$ cat config.mk
export PLATFORM = sky130hd
export DESIGN_NAME = wb_stage
export DESIGN_NICKNAME = d
export VERILOG_FILES = /design/src/rtl/wb_stage.sv
export SDC_FILE = /design/constraint.sdc
export NUM_CORES = 1
export LEC_CHECK = 0
export ABC_CLOCK_PERIOD_IN_PS = 2900
export CORE_ASPECT_RATIO = 0.5
export CORE_MARGIN = 4
export CORE_UTILIZATION = 24
export CTS_CLUSTER_SIZE = 24
export DETAILED_ROUTE_END_ITERATION = 16
export PLACE_DENSITY = 0.5
export REMOVE_ABC_BUFFERS = 1
export SLEW_MARGIN = 25
export SYNTH_ARGS = -nofsm -noshare
export SYNTH_HDL_FRONTEND = slang
export SYNTH_SLANG_ARGS = --single-unit
$ cat constraint.sdc
create_clock -name clk -period 2.9 [get_ports clk]
set_input_delay 0.58 -clock clk [delete_from_list [all_inputs] [get_ports clk]]
set_output_delay 0.58 -clock clk [all_outputs]
set_load 0.05 [all_outputs]
$ cat src/rtl/wb_stage.sv
`default_nettype none
// ============================================================================
// Module   : wb_stage
// Purpose  : Writeback stage in front of the 32x32 register file. It is the
//            only driver of the register file write port.
//            - Holds the MEM/WB pipeline register and picks the writeback
//              source (ALU, load, PC+4, immediate).
//            - Buffers late results from the long-latency unit (divider) in a
//              small FIFO. Each buffered result is written in the first cycle
//              that has no pipeline write.
//            - Raises a registered stall request when a full FIFO has been
//              blocked by pipeline writes for too long.
// Ports    : clk, rst (asynchronous, active-high)
//            mem_*      MEM-stage instruction (valid, reg_write, rd, wb_sel
//                       and the four candidate source values)
//            lu_valid / lu_ready / lu_rd / lu_data
//                       long-latency result handshake
//            RegWrite / Wt_addr / Wt_data
//                       register file write port
//            stall_req  asks upstream to insert bubbles
// Revision : 1.0 - initial release
// ============================================================================
module wb_stage #(
  parameter int LU_DEPTH     = 2,  // FIFO entries, power of 2, >= 2
  parameter int STARVE_LIMIT = 4   // blocked-while-full cycles before stall
) (
  input  logic        clk,
  input  logic        rst,
  // MEM stage
  input  logic        mem_valid,
  input  logic        mem_reg_write,
  input  logic [4:0]  mem_rd,
  input  logic [1:0]  mem_wb_sel,
  input  logic [31:0] mem_alu_res,
  input  logic [31:0] mem_load_data,
  input  logic [31:0] mem_pc4,
  input  logic [31:0] mem_imm,
  // long-latency unit
  input  logic        lu_valid,
  output logic        lu_ready,
  input  logic [4:0]  lu_rd,
  input  logic [31:0] lu_data,
  // register file write port
  output logic        RegWrite,
  output logic [4:0]  Wt_addr,
  output logic [31:0] Wt_data,
  // pipeline control
  output logic        stall_req
);

  // --------------------------------------------------------------------------
  // Parameter sanity
  // --------------------------------------------------------------------------
  if ((LU_DEPTH < 2) || ((LU_DEPTH & (LU_DEPTH - 1)) != 0)) begin : g_bad_depth
    $error("wb_stage: LU_DEPTH must be a power of 2 and at least 2");
  end
  if (STARVE_LIMIT < 1) begin : g_bad_limit
    $error("wb_stage: STARVE_LIMIT must be at least 1");
  end

  // --------------------------------------------------------------------------
  // Local constants
  // --------------------------------------------------------------------------
  localparam int PTR_W = $clog2(LU_DEPTH);
  localparam int CNT_W = $clog2(LU_DEPTH + 1);
  localparam int STV_W = $clog2(STARVE_LIMIT + 1);

  localparam logic [CNT_W-1:0] FULL_CNT   = CNT_W'(LU_DEPTH);
  localparam logic [CNT_W-1:0] CNT_ONE    = CNT_W'(1);
  localparam logic [PTR_W-1:0] PTR_ONE    = PTR_W'(1);
  localparam logic [STV_W-1:0] STARVE_MAX = STV_W'(STARVE_LIMIT);
  localparam logic [STV_W-1:0] STV_ONE    = STV_W'(1);

  localparam logic [1:0] SEL_ALU  = 2'b00;
  localparam logic [1:0] SEL_LOAD = 2'b01;
  localparam logic [1:0] SEL_PC4  = 2'b10;
  localparam logic [1:0] SEL_IMM  = 2'b11;

  // --------------------------------------------------------------------------
  // Signals
  // --------------------------------------------------------------------------
  // MEM/WB register
  logic        wb_valid;
  logic        wb_we;
  logic [4:0]  wb_rd;
  logic [31:0] wb_data;
  logic [31:0] mem_sel_data;

  // long-latency FIFO
  logic [4:0]       fifo_rd   [LU_DEPTH];
  logic [31:0]      fifo_data [LU_DEPTH];
  logic [PTR_W-1:0] wr_ptr;
  logic [PTR_W-1:0] rd_ptr;
  logic [CNT_W-1:0] fifo_cnt;
  logic             fifo_empty;
  logic             fifo_full;
  logic             fifo_push;
  logic             fifo_pop;

  // arbitration / starvation
  logic             pipe_wr;
  logic [STV_W-1:0] starve_cnt;
  logic [STV_W-1:0] starve_nxt;

  // --------------------------------------------------------------------------
  // Writeback source select
  // --------------------------------------------------------------------------
  always_comb begin
    mem_sel_data = mem_alu_res;
    case (mem_wb_sel)
      SEL_ALU:  mem_sel_data = mem_alu_res;
      SEL_LOAD: mem_sel_data = mem_load_data;
      SEL_PC4:  mem_sel_data = mem_pc4;
      SEL_IMM:  mem_sel_data = mem_imm;
      default:  mem_sel_data = mem_alu_res;
    endcase
  end

  // --------------------------------------------------------------------------
  // MEM/WB pipeline register
  // --------------------------------------------------------------------------
  always_ff @(posedge clk or posedge rst) begin
    if (rst) begin
      wb_valid <= 1'b0;
      wb_we    <= 1'b0;
      wb_rd    <= 5'd0;
      wb_data  <= 32'd0;
    end else begin
      wb_valid <= mem_valid;
      wb_we    <= mem_reg_write;
      wb_rd    <= mem_rd;
      wb_data  <= mem_sel_data;
    end
  end

  // x0 is hard-wired to zero, so writes to it are dropped before arbitration
  // and never occupy the write port.
  assign pipe_wr = wb_valid & wb_we & (wb_rd != 5'd0);

  // --------------------------------------------------------------------------
  // Long-latency result FIFO
  // --------------------------------------------------------------------------
  assign fifo_empty = (fifo_cnt == '0);
  assign fifo_full  = (fifo_cnt == FULL_CNT);

  // Ready depends only on occupancy. A pop in the same cycle does not make
  // room early, so there is no combinational path from the arbiter to
  // lu_ready.
  assign lu_ready = ~fifo_full;

  // Results aimed at x0 complete the handshake but are never stored.
  assign fifo_push = lu_valid & lu_ready & (lu_rd != 5'd0);

  // The pipeline has priority; the FIFO head takes only an empty slot.
  assign fifo_pop = ~pipe_wr & ~fifo_empty;

  // The storage needs no reset: only the pointers and the count define
  // which entries are live.
  always_ff @(posedge clk) begin
    if (fifo_push) begin
      fifo_rd[wr_ptr]   <= lu_rd;
      fifo_data[wr_ptr] <= lu_data;
    end
  end

  // LU_DEPTH is a power of 2, so the pointers wrap naturally.
  always_ff @(posedge clk or posedge rst) begin
    if (rst) begin
      wr_ptr   <= '0;
      rd_ptr   <= '0;
      fifo_cnt <= '0;
    end else begin
      if (fifo_push) begin
        wr_ptr <= wr_ptr + PTR_ONE;
      end
      if (fifo_pop) begin
        rd_ptr <= rd_ptr + PTR_ONE;
      end
      case ({fifo_push, fifo_pop})
        2'b10:   fifo_cnt <= fifo_cnt + CNT_ONE;
        2'b01:   fifo_cnt <= fifo_cnt - CNT_ONE;
        default: fifo_cnt <= fifo_cnt;
      endcase
    end
  end

  // --------------------------------------------------------------------------
  // Register file write port
  // --------------------------------------------------------------------------
  // When idle, the port drives zeros rather than stale values.
  always_comb begin
    RegWrite = 1'b0;
    Wt_addr  = 5'd0;
    Wt_data  = 32'd0;
    if (pipe_wr) begin
      RegWrite = 1'b1;
      Wt_addr  = wb_rd;
      Wt_data  = wb_data;
    end else if (!fifo_empty) begin
      RegWrite = 1'b1;
      Wt_addr  = fifo_rd[rd_ptr];
      Wt_data  = fifo_data[rd_ptr];
    end
  end

  // --------------------------------------------------------------------------
  // Starvation detection
  // --------------------------------------------------------------------------
  // The counter tracks consecutive cycles in which the FIFO is full and a
  // pipeline write takes the port. It saturates at the limit, so a long
  // stall cannot wrap it.
  always_comb begin
    starve_nxt = '0;
    if (fifo_full && pipe_wr) begin
      starve_nxt = (starve_cnt == STARVE_MAX) ? starve_cnt : starve_cnt + STV_ONE;
    end
  end

  // The stall request rises on the edge where the counter reaches the limit.
  // It holds for as long as the FIFO stays full, even through bubbles that
  // clear the counter. It drops on the first edge after the FIFO has room.
  always_ff @(posedge clk or posedge rst) begin
    if (rst) begin
      starve_cnt <= '0;
      stall_req  <= 1'b0;
    end else begin
      starve_cnt <= starve_nxt;
      if (!fifo_full) begin
        stall_req <= 1'b0;
      end else if (starve_nxt == STARVE_MAX) begin
        stall_req <= 1'b1;
      end
    end
  end

endmodule
`default_nettype wire
# Word level (Yosys, flattened, before mapping)
# Memory sizes are Yosys's and may differ from the RTL's.
# Index checks and enable logic that the tools add are counted.
dict set report word_totals {
  ramBits 74
  memories 2
  regBits 47
}
dict set report op_classes {
  addsub 5
  muxes 14
  eq_ne 9
  n_reduce_logical 6
  bitwise_logic 8
}
# name words width read_ports rd_clocked_by_memory_dff wr line_no
set memory_table {}
lappend memory_table {fifo_data 2 32 1 0 1 91} ;# logic [31:0] fifo_data [LU_DEPTH];
lappend memory_table {fifo_rd 2 5 1 0 1 90} ;# logic [4:0] fifo_rd [LU_DEPTH];
# cell n
set ops {}
lappend ops {{case mux 32 bit (4 select lines)} 1}
lappend ops {{2-to-1 mux 32 bit} 2}
lappend ops {{2-to-1 mux 5 bit} 2}
lappend ops {{nonzero test 5 bit} 2}
lappend ops {{equality test 2 bit (second input constant)} 4}
lappend ops {{equality test 3 bit (second input constant)} 2}
lappend ops {{2-to-1 mux 1 bit} 6}
lappend ops {{2-to-1 mux 3 bit} 2}
lappend ops {{AND 1 bit} 5}
lappend ops {{equality test 2 x 1 -> 1 bit (second input constant)} 2}
lappend ops {{logical NOT 2 bit} 2}
lappend ops {{case mux 2 bit (2 select lines)} 1}
lappend ops {{adder 3 x 1 -> 3 bit (second input constant)} 1}
lappend ops {{NOT 1 bit} 3}
lappend ops {{adder 1 bit (second input constant)} 2}
lappend ops {{adder 2 x 1 -> 2 bit (second input constant)} 1}
lappend ops {{inequality test 2 x 1 -> 1 bit (second input constant)} 1}
lappend ops {{nonzero test 2 bit} 1}
lappend ops {{subtractor 2 x 1 -> 2 bit (second input constant)} 1}
lappend ops {{logical AND 1 bit} 1}

# Depth between registers and ports, before layout
dict set report depth {
  word_depth 7
  mapped_depth 8
  mapped_depth_nobuf 7
}

# Worst setup path before layout
# No wires, ideal clock.
dict set report synth_timing {
  path_kind {reg2reg}
  startpoint {register fifo_cnt[0]}
  endpoint {memory fifo_data[0][0] (enable)}
  path_stages_with_launch 5
  required_ns 2.469
  setup_slack_ns -0.553
  n_path_buf 1
  arrival_time_ns 3.022
  setup_ns 0.431
  path_cell_list {dfrtp_1 > nand2b_1 > clkbuf_1 > o211ai_1 > nor2_1}
}
dict set report synth_between {
  elab_chain_cells 6
}
# element line_no
set synth_rtl {}
lappend synth_rtl {{start: declaration} 94} ;# logic [CNT_W-1:0] fifo_cnt;
lappend synth_rtl {{start signal: assignment} 180} ;# 2'b10: fifo_cnt <= fifo_cnt + CNT_ONE;
lappend synth_rtl {{start signal: assignment} 181} ;# 2'b01: fifo_cnt <= fifo_cnt - CNT_ONE;
lappend synth_rtl {{start signal: assignment} 182} ;# default: fifo_cnt <= fifo_cnt;
lappend synth_rtl {{equality test 2 bit} 144} ;# assign fifo_full = (fifo_cnt == FULL_CNT);
lappend synth_rtl {{NOT 1 bit} 149} ;# assign lu_ready = ~fifo_full;
lappend synth_rtl {{net lu_ready} 40} ;# output logic lu_ready,
lappend synth_rtl {{AND 1 bit (2 in a row)} 152} ;# assign fifo_push = lu_valid & lu_ready & (lu_rd != 5'd0);
lappend synth_rtl {{2-to-1 mux 1 bit} 160} ;# if (fifo_push) begin
lappend synth_rtl {{2-to-1 mux 1 bit (implied by the code)} 162} ;# fifo_data[wr_ptr] <= lu_data;
lappend synth_rtl {{end: declaration} 91}
# The timed path passes the listed nets, and every way through them passes these cells.

# Worst setup path in the final report
dict set report layout_timing {
  startpoint {register wb_rd[1]}
  endpoint {output port Wt_data[6]}
}
dict set report layout_between {
  elab_chain_cells 3
}
# element line_no
set layout_rtl {}
lappend layout_rtl {{start: declaration} 85} ;# logic [4:0] wb_rd;
lappend layout_rtl {{start signal: assignment} 131} ;# wb_rd <= mem_rd;
lappend layout_rtl {{nonzero test 5 bit} 138} ;# assign pipe_wr = wb_valid & wb_we & (wb_rd != 5'd0);
lappend layout_rtl {{AND 1 bit} 138}
lappend layout_rtl {{2-to-1 mux 32 bit} 195} ;# if (pipe_wr) begin
lappend layout_rtl {{end: declaration} 46} ;# output logic [31:0] Wt_data,
# No other way between the ends.

==> summary by stage <==
Run status
The run finished, with violations left. The checks that failed: setup timing.

Global route
The via count of the first global-routing pass is 4010. The initial antenna violation count is 0. The remaining global-route overflow is 0. The maximum number of pins on one net before global-route repair is 41. The global router's overall resource usage is 12.34%. The first global-routing pass estimated 23.19 mm of wire.

Timing
The worst hold margin is 0.5176 ns. The routed design could run at a clock period as short as 2.958 ns. Setup repair after global routing could not meet its margin everywhere. At the pin with the least slew margin, the transition time is 0.8544 ns. The post-route fraction of the period consumed by the critical path is 102.0%. The accumulated negative setup slack is -0.6289 ns. For this run, the top clock speed supported by timing is 338.0 MHz. The final hold violation count is 0. Across all setup checks in the final design, the least slack found is -0.05845 ns.

The clock arrives with 0.01300 ns of skew. The number of setup violations in the final report is 14. Headroom to the max-slew limit came out at 43.04%. The max-slew violation count is 0.

Placed design
The wire-length estimate of the detail-placed layout is 11.46 mm. The number of cells after detailed placement is 834. The setup slack at placement is 0.1554 ns.

At the end of routability-driven placement, the weighted congestion stood at 0.7098. The count of input and output buffers is 216. The cell area after placement is 8373 sq um.

Die
In this run the horizontal extent of the chip is 220.6 microns. The effective utilization at floorplan is 24.74%. The die covers 25210 sq um. The number of rows created at floorplan is 38. The region available for standard cell placement spans 21920 sq um. In this run the count of I/O pins placed on the die edge is 217. The floorplan step set the die height to 114.3 microns.

Worst setup path
Counting both buffers and inverters, the worst setup path holds a total of 3. The endpoint kind of the worst setup timing path is an output pin. The cell seen most often among critical-path stages is buf_12. In this design, the stage delay of the slowest critical-path cell is 0.57 ns. The largest individual stage delay along the critical path comes from the cell or4_4.

The data arrival time of the critical path is 2.38 ns. The signal on the critical path passes through or4_4 > o21ai_4 > buf_12 > clkbuf_16 > mux2_2 > buf_12. The worst setup path is launched from a flip-flop. The cell family with the largest share of critical-path delay is simple AND/OR/NAND/NOR gates. Data on the critical path is required at its endpoint by 2.32 ns.

The kind of critical path is flip-flop to output pin. The largest fanout on the critical path is 15.

Drt
The total routed wirelength is 15.80 mm. In the final routed layout, each cell accounts on average for 18.14 microns. The via count normalized by instance count is 4.219. After detailed routing, the number of remaining DRC violations is 0. The initial detailed-routing violation count is 159. The overall via count from detail_route is 3675. The total iterations of the first detailed-routing run is 4. The count of nets left with antenna violations once routing finished came out at 0.

Layout
The finished layout holds 871 standard cells, fillers aside. The utilization of the core after routing is 41.71%. The finished cells cover 9143 sq um. The number of fill cells in the layout is 1977. The share of final-layout standard cells stronger than drive strength 1 is 28.55%. The multi-input logic area is 2019 sq um. The combined flip-flop and latch cell area is 3400 sq um.

Compared with the post-synthesis result, the final layout area differs by 68.60%. At the end of the flow, the number of nets in the layout was 738. The total inserted antenna cells is 0.

Hold path
The type of the worst min-delay path is input pin to async pin.

Yosys
The sequential cell area fraction in the yosys report is 62.67%. The yosys synthesis warning count is 0. The synthesized design contains 121 register bits. The commonest cells after synthesis are edfxtp_1, dfrtp_1, mux2i_1, nor2_1. Yosys mapped a number of flops with a built-in enable equal to 74. In the post-synthesis netlist, the cell with the most instances is edfxtp_1. Summing every instance area after synthesis gives 5423 sq um. After synthesis, the mean cell area works out to 16.53 sq um.

The post-synthesis cell count is 328. The most instantiated flip-flop cell in the synthesis netlist is edfxtp_1. By area the synthesized netlist is led by edfxtp_1, dfrtp_1, mux4_2, mux2i_1, mux2_2.

The share of synthesized flip-flops with an asynchronous set or reset is 38.84%. The cell taking the most area after synthesis is edfxtp_1. The share of synthesized area in the top cell type comes to 40.98%. The number of distinct library cells after synthesis is 31.

Clocking
The H-tree depth is 4. The cell sitting at the root of the clock tree is a clkbuf_16. No sink is reached through more buffers than the 2 on the longest clock path.

The number of hold buffers added after CTS was 0. At the later pin of the worst-skew pair, clock insertion delay measures 0.41 ns. The clock net sink count is 121. The TritonCTS clock tree is yes. The clock-pin slew reported for the worst setup and hold paths after clock tree synthesis is 0.06 ns. TritonCTS created 17 clock buffers.

Power
In this run the static leakage power is 3.532 nW. For this design the ratio of total power to cell area is 912.5 nW/um^2. The worst IR drop on VDD is 0.0003770 V.

The total power consumption of the routed design is 8.342 mW.

Flow run
The max-capacitance violation count is 0.
## layout make-up
type / instances / share of cell area [%]
Clock inverter: 8 / 0.7390
Tap cell: 300 / 4.106
Sequential cell: 121 / 37.18
Clock buffer: 24 / 5.611
Timing Repair Buffer: 232 / 30.03
Inverter: 6 / 0.2463
Multi-Input combinational cell: 180 / 22.09
## cells by family after synthesis
kind of cell | Yosys count | share of synthesized area [%]
DFF | 121 | 62.67
muxes | 101 | 26.77
and+or+nand+nor | 58 | 4.684
buffers and inverters | 27 | 2.423
AOI/OAI and AO/OA | 13 | 1.961
xor gates and xnor gates | 5 | 0.8075
adders and majority gates | 3 | 0.6923
## power breakdown
group / total, mW / switching (mW) / internal, mW
clock network: 2.05 / 0.741 / 1.31
registers: 2.30 / 0.105 / 2.19
logic: 3.99 / 2.06 / 1.93
## final timing paths
check	from	end	slack, ns	cells after the start
worst max register to register	fifo_cnt[0]	fifo_data[0][22]	0.58	5
max in group asynchronous	rst	wb_data[23]	1.77	3
worst min register to register	stall_req	stall_req	0.54	2
worst min-delay path	rst	wb_data[17]	0.52	2
worst max-delay path	wb_rd[1]	Wt_data[6]	-0.06	6
min in group clk	stall_req	stall_req	0.54	2
## state kept, by name (all words and copies together), names as in the netlist
signal	cells
fifo_data	64
rd_ptr	1
wb_valid	1
wr_ptr	1
wb_we	1
wb_data	32
stall_req	1
fifo_rd	10
wb_rd	5
starve_cnt	3
fifo_cnt	2
## layout by cell type (no fill, tap or decap), drive strengths merged
cell	instances
nor3b	1
o211ai	3
o21ai	2
nand3b	1
nor2b	1
o32ai	1
nand2	8
inv	6
o31ai	5
mux2	32
clkbuf	26
buf	54
bufinv	1
ha	3
nor2	37
a211o	1
xor2	1
o21a	1
xnor2	4
mux2i	37
nand2b	2
dfrtp	47
clkinvlp	1
clkdlybuf4s50	176
edfxtp	74
clkinv	6
or4	2
or2	1
mux4	32
and2	1
nor3	4
## timing repair
action                                  CTS  global route
buffers inserted                          0             3
cloned                                    0             2
gates resized for setup                   2            24
endpoints found under the hold margin     0             0
endpoints found under the setup margin   32            36
## layer usage
metal / vias up / global-route usage, % / share of wire (%)
li1: 1720 / - / -
met3: 11 / 2.784 / 2.5
met5: - / 0 / 0
met1: 1888 / 14.74 / 42
met2: 56 / 22.55 / 55
met4: 0 / 3.324 / 0.97
(Power assumes the default switching activity.)
